**src/rtl/recorder_pkg.sv**
```systemverilog
// Shared transport encodings for the recorder controller, datapath and display logic.
package recorder_pkg;

   localparam int unsigned ADDR_BITS = 18;

   localparam logic [1:0] IDLE   = 2'd0;
   localparam logic [1:0] RECORD = 2'd1;
   localparam logic [1:0] PLAY   = 2'd2;
   localparam logic [1:0] PAUSE  = 2'd3;

endpackage

```
**src/rtl/btn_edge.sv**
```systemverilog
// Registered rising-edge detector for one debounced button level.
module btn_edge (
   input  logic clk,
   input  logic btn_i,
   output logic rise_o
);

   logic prev_q;

   // Reset also loads the live level, so a button held through reset yields no edge.
   always_ff @(posedge clk) begin
      prev_q <= btn_i;
   end

   assign rise_o = btn_i & ~prev_q;

endmodule

```
**src/rtl/recorder_ctrl.sv**
```systemverilog
// Transport controller: record/play/pause sequencing of sample RAM addresses and
// long-press-stop erase of the stored recording.
module recorder_ctrl #(
   parameter int unsigned          ADDR_BITS   = recorder_pkg::ADDR_BITS,
   parameter logic [ADDR_BITS-1:0] MAX_ADDR    = {ADDR_BITS{1'b1}},
   parameter int unsigned          LONG_CYCLES = 93750000,
   parameter int unsigned          LONG_BITS   = 27
) (
   input  logic                 clk,
   input  logic                 reset,
   input  logic                 btn_rec,
   input  logic                 btn_play,
   input  logic                 btn_stop,
   input  logic                 sample_tick,
   output logic [ADDR_BITS-1:0] mem_addr,
   output logic                 mem_we,
   output logic                 play_strobe,
   output logic [ADDR_BITS:0]   rec_len,
   output logic [1:0]           state,
   output logic                 erase_done
);

   import recorder_pkg::*;

   localparam logic [LONG_BITS-1:0] HoldLast = LONG_BITS'(LONG_CYCLES - 1);

   logic rise_rec, rise_play, rise_stop;

   btn_edge u_edge_rec (
      .clk    (clk),
      .btn_i  (btn_rec),
      .rise_o (rise_rec)
   );

   btn_edge u_edge_play (
      .clk    (clk),
      .btn_i  (btn_play),
      .rise_o (rise_play)
   );

   btn_edge u_edge_stop (
      .clk    (clk),
      .btn_i  (btn_stop),
      .rise_o (rise_stop)
   );

   logic [1:0]           state_q, state_d;
   logic [ADDR_BITS-1:0] addr_q, addr_d;
   logic [ADDR_BITS:0]   len_q, len_d;
   logic [LONG_BITS-1:0] hold_q, hold_d;
   logic                 we_q, we_d;
   logic                 strobe_q, strobe_d;
   logic                 erase_q, erase_d;

   logic [ADDR_BITS:0]   addr_inc;
   logic                 len_nz;
   logic                 play_last;

   assign addr_inc  = {1'b0, addr_q} + (ADDR_BITS + 1)'(1);
   assign len_nz    = (len_q != '0);
   assign play_last = (addr_inc == len_q);

   // A write/strobe cycle keeps the address stable; the address advances on the
   // following edge, which is also where rec_len picks up the completed write.
   always_comb begin
      state_d  = state_q;
      addr_d   = addr_q;
      len_d    = len_q;
      hold_d   = '0;
      we_d     = 1'b0;
      strobe_d = 1'b0;
      erase_d  = 1'b0;

      case (state_q)
         IDLE: begin
            if (btn_stop) begin
               if (len_nz && hold_q == HoldLast) begin
                  erase_d = 1'b1;
                  len_d   = '0;
                  hold_d  = hold_q;
               end else if (len_nz) begin
                  hold_d = hold_q + LONG_BITS'(1);
               end else begin
                  hold_d = hold_q;
               end
            end
            if (!rise_stop) begin
               if (rise_rec) begin
                  state_d = RECORD;
                  addr_d  = '0;
                  len_d   = '0;
               end else if (rise_play && len_nz && !erase_d) begin
                  state_d = PLAY;
                  addr_d  = '0;
               end
            end
         end

         RECORD: begin
            if (we_q) begin
               len_d = addr_inc;
            end
            if (rise_stop) begin
               state_d = IDLE;
               addr_d  = '0;
            end else if (we_q) begin
               if (addr_q == MAX_ADDR) begin
                  state_d = IDLE;
                  addr_d  = '0;
               end else begin
                  addr_d = addr_inc[ADDR_BITS-1:0];
               end
            end else if (sample_tick) begin
               we_d = 1'b1;
            end
         end

         PLAY: begin
            if (rise_stop) begin
               state_d = IDLE;
               addr_d  = '0;
            end else if (strobe_q && play_last) begin
               state_d = IDLE;
               addr_d  = '0;
            end else if (rise_play) begin
               state_d = PAUSE;
               if (strobe_q) begin
                  addr_d = addr_inc[ADDR_BITS-1:0];
               end
            end else if (strobe_q) begin
               addr_d = addr_inc[ADDR_BITS-1:0];
            end else if (sample_tick) begin
               strobe_d = 1'b1;
            end
         end

         PAUSE: begin
            if (rise_stop) begin
               state_d = IDLE;
               addr_d  = '0;
            end else if (rise_play) begin
               state_d = PLAY;
            end
         end

         default: begin
            state_d = IDLE;
            addr_d  = '0;
         end
      endcase
   end

   always_ff @(posedge clk) begin
      if (reset) begin
         state_q  <= IDLE;
         addr_q   <= '0;
         len_q    <= '0;
         hold_q   <= '0;
         we_q     <= 1'b0;
         strobe_q <= 1'b0;
         erase_q  <= 1'b0;
      end else begin
         state_q  <= state_d;
         addr_q   <= addr_d;
         len_q    <= len_d;
         hold_q   <= hold_d;
         we_q     <= we_d;
         strobe_q <= strobe_d;
         erase_q  <= erase_d;
      end
   end

   assign mem_addr    = addr_q;
   assign mem_we      = we_q;
   assign play_strobe = strobe_q;
   assign rec_len     = len_q;
   assign state       = state_q;
   assign erase_done  = erase_q;

endmodule

```
**config.mk**
```make
export PLATFORM = sky130hd
export DESIGN_NAME = recorder_ctrl
export DESIGN_NICKNAME = d
export VERILOG_FILES = /design/src/rtl/recorder_pkg.sv /design/src/rtl/btn_edge.sv /design/src/rtl/recorder_ctrl.sv
export SDC_FILE = /design/constraint.sdc
export NUM_CORES = 1
export LEC_CHECK = 0
export ABC_AREA = 0
export CORE_ASPECT_RATIO = 1.1
export CORE_MARGIN = 2
export CORE_UTILIZATION = 51
export CTS_CLUSTER_DIAMETER = 120
export CTS_CLUSTER_SIZE = 20
export DETAILED_ROUTE_END_ITERATION = 8
export GPL_TIMING_DRIVEN = 0
export HOLD_SLACK_MARGIN = 0.1
export PLACE_DENSITY = 0.74
export SLEW_MARGIN = 10
export SYNTH_ARGS = -nofsm -noshare
export SYNTH_HDL_FRONTEND = slang
export SYNTH_SLANG_ARGS = --single-unit
```
**constraint.sdc**
```tcl
create_clock -name clk -period 3.43 [get_ports clk]
set_clock_uncertainty 0.05 [all_clocks]
set_input_delay 0.686 -clock clk [delete_from_list [all_inputs] [get_ports clk]]
set_output_delay 0.686 -clock clk [all_outputs]
set_load 0.02 [all_outputs]
```
==> results.yml <==
layout:
  most-common-layout-cells: "nor2_1 (67), dfxtp_1 (62), clkdlybuf4s50_1 (46)"
  stdcell_count: 664
  nFillCells: 655
  nNetsFinal: 566
  postLayoutCellArea_um2: 5120
  areaGrowthSynthToFinish_pct: 28.3
  antenna_cells: 0
  layout.cells.most_common: "nor2_1"
  drive_gt1_frac: 0.156
placed_design:
  dpl-instance-area_um2: 4600
  io_buffers: 46
  gp_congestion: 0.959
  dp.cells: 632
  dp_hpwl_um: 7450
yosys:
  syn-num-nets: 493
  ys_warn_count: 0
  syn_area_um2: 3990
  yosysTopAreaCell: "dfxtp_1"
  synth-edff-count: 0
  synth_ff_type: "dfxtp_1"
  ys_top_cells_by_area: "dfxtp_1 (36%), xor2_1 (7.0%), nor2_1 (6.5%)"
  netlist_instances: 481
  ys_seq_area_frac: 0.361
  ys_async_sr_fraction: 0
  synth.avg_cell_area_um2: 8.30
  synth_cell_types: 54
  synth-seq-cells: 72
  yosysTopAreaCellShare: 0.361
clocking:
  cts_hold_buf: 0
  clk_pin_slew_ns: 0.09
  htreeDepth: 3
  clock_sinks: 72
  clk_latency_ns: 0.36
  numCtsBuffers: 9
  tritoncts: "built"
  clockBufferDepth: 2
  cts_root_buf: "clkbuf_8"
pwr:
  p_leak_nw: 1.93
  total_power_mw: 2.00
  ir_drop_mv: 0.276
  power.density_nw_per_um2: 390
setup_path:
  reg2regPathDepth: 12
  critical-path-top-delay-family: "simple AND/OR/NAND/NOR gates"
  cp_max_fo: 10
  ff2ff_setup_slack_ns: 0.04
  critPathRequiredTime_ns: 3.69
  worstReg2RegEnd: "mem_addr[9]"
  rr_startpoint: "mem_addr[0]"
  max_stage_delay_ns: 0.54
  cp-start-kind: "flip-flop"
  crit_path_top_delay_cell: "or4_4"
  cp.arrival_ns: 3.65
  crit_type: "flip-flop to flip-flop"
  crit_path_end_kind: "flip-flop"
  crit_buf_inv: 3
  crit_chain: "buf_6 -> nand4_1 -> or3_4 -> xnor2_2 -> o21ai_1 -> or4_4 -> o41a_1 -> mux2_4 -> buf_8 -> buf_12 -> nor3_2 -> a21o_1"
global_route:
  top_usage_layer: "met2"
  grt_pass1_vias: 3521
  grt_overflow_total: 0
  antenna_found_initial: 0
  met2_usage: 0.418
  grt_max_degree: 14
  use_met1: 0.326
  grtUsageMet3: 0.0418
  grt_usage: 0.253
  grt_pass1_wl_um: 17100
die:
  ios: 48
  die_y_um: 96.8
  core_area_um2: 7510
  die-area_um2: 8560
  row_count: 33
  initial_core_util: 0.531
  die_x_um: 88.4
hold_path:
  worstHoldEndpoint: "mem_addr[1]"
  hold_path_class: "flip-flop to flip-flop"
  holdCritStartpoint: "mem_addr[1]"
  whs_path_depth: 2
drt:
  drc: 0
  antenna_left: 0
  vias: 3801
  wl_um: 10700
  vias_per_cell: 5.72
  drt_iter0_markers: 197
  dr.pass1.iters: 5
  routedWlPerCell_um: 16.2
sta:
  tightest_slew_ns: 0.590
  slew_violations: 0
  min_period_ns: 3.39
  rsz0062_at_grt: "yes"
  tns_ns: 0
  finalCritPeriodShare: 0.989
  hold_ws_ns: 0.456
  clock.fmax_mhz: 295
  hold_viol: 0
  slew_headroom: 0.597
  setup_viol_count_final: 0
status:
  status: "finished, final reports clean"
run:
  maxCapViolations: 0
==> report_power, final <==
part / leakage [nW] / switching [mW] / internal, mW
registers: 0.587 / 0.0132 / 0.847
clock network: 0.111 / 0.349 / 0.403
logic: 1.23 / 0.248 / 0.138
==> worst min-delay path, stage by stage (launching register included) <==
cell and delay [ns]:
dfxtp_4 0.37, nand2_1 0.05, o21ai_1 0.05
==> cell type report <==
| class | instances | area, µm² | area share |
|---|---|---|---|
| Buffer | 24 | 176 | 0.0344 |
| Clock buffer | 11 | 163 | 0.0317 |
| Clock inverter | 5 | 60.1 | 0.0117 |
| Inverter | 13 | 48.8 | 0.00952 |
| Multi-Input combinational cell | 365 | 2440 | 0.477 |
| Sequential cell | 72 | 1460 | 0.285 |
| Tap cell | 105 | 131 | 0.0256 |
| Timing Repair Buffer | 69 | 641 | 0.125 |
==> what timing repair did <==
item	in CTS	in global routing
pin swaps	3	15
endpoints found under the setup margin	30	29
setup buffers	11	12
gates cloned	0	0
resized for setup	10	38
==> registers in the layout, summed over array words and instances (netlist names) <==
signal / count
erase_done: 1
hold_q: 27
mem_addr: 18
mem_we: 1
play_strobe: 1
rec_len: 19
state: 2
u_edge_play.prev_q: 1
u_edge_rec.prev_q: 1
u_edge_stop.prev_q: 1
==> metrics by stage <==
step                worst slack [ns]  utilization
floorplan                     0.0123            -
global placement              -0.306        0.612
detailed placement            -0.320        0.612
CTS                        -0.000111        0.657
global route                 -0.0319        0.682
finish                        0.0372        0.682
==> how the worst max path moves through the flow <==
stage / from / end / slack, ns / cells past startpoint
2_1_floorplan: mem_addr[8] / mem_addr[6] / 0.01 / 13
5_1_grt: mem_addr[0] / mem_addr[12] / -0.03 / 12
3_3_place_gp: mem_addr[0] / mem_addr[6] / -0.31 / 13
3_5_place_dp: mem_addr[0] / mem_addr[9] / -0.32 / 13
6_report: mem_addr[0] / mem_addr[9] / 0.04 / 12
4_1_cts: mem_addr[6] / mem_addr[9] / -0.0001 / 14
==> synthesized netlist by cell type (all sizes together) (8+ instances only) <==
master and number:
inv 13, dfxtp 72, xor2 32, nor2 69
nand2b 8, a21o 14, a22oi 16, nor4 14
clkbuf 20, buf 11, o21ai 25, nand4 15
nand3 17, nand2 32, xnor2 21, and3 12
a21oi 8, nor3 12
==> kinds of logic (layout without fill, tap and decap cells) <==
kind of cell | Yosys count | in the layout | synth area share
compound gates | 89 | 89 | 0.149
fa+ha+maj | 6 | 6 | 0.0188
mux | 2 | 2 | 0.00626
flops | 72 | 72 | 0.361
buf+inv | 44 | 122 | 0.0567
xor+xnor | 56 | 56 | 0.133
simple gates | 212 | 212 | 0.276
==> per-layer routing <==
metal	part of all wire	wire (µm)
met5	0	0
met4	0.026	277
met3	0.053	567
met2	0.49	5220
met1	0.43	4670
Note: power is estimated with default switching activity, not from simulation.
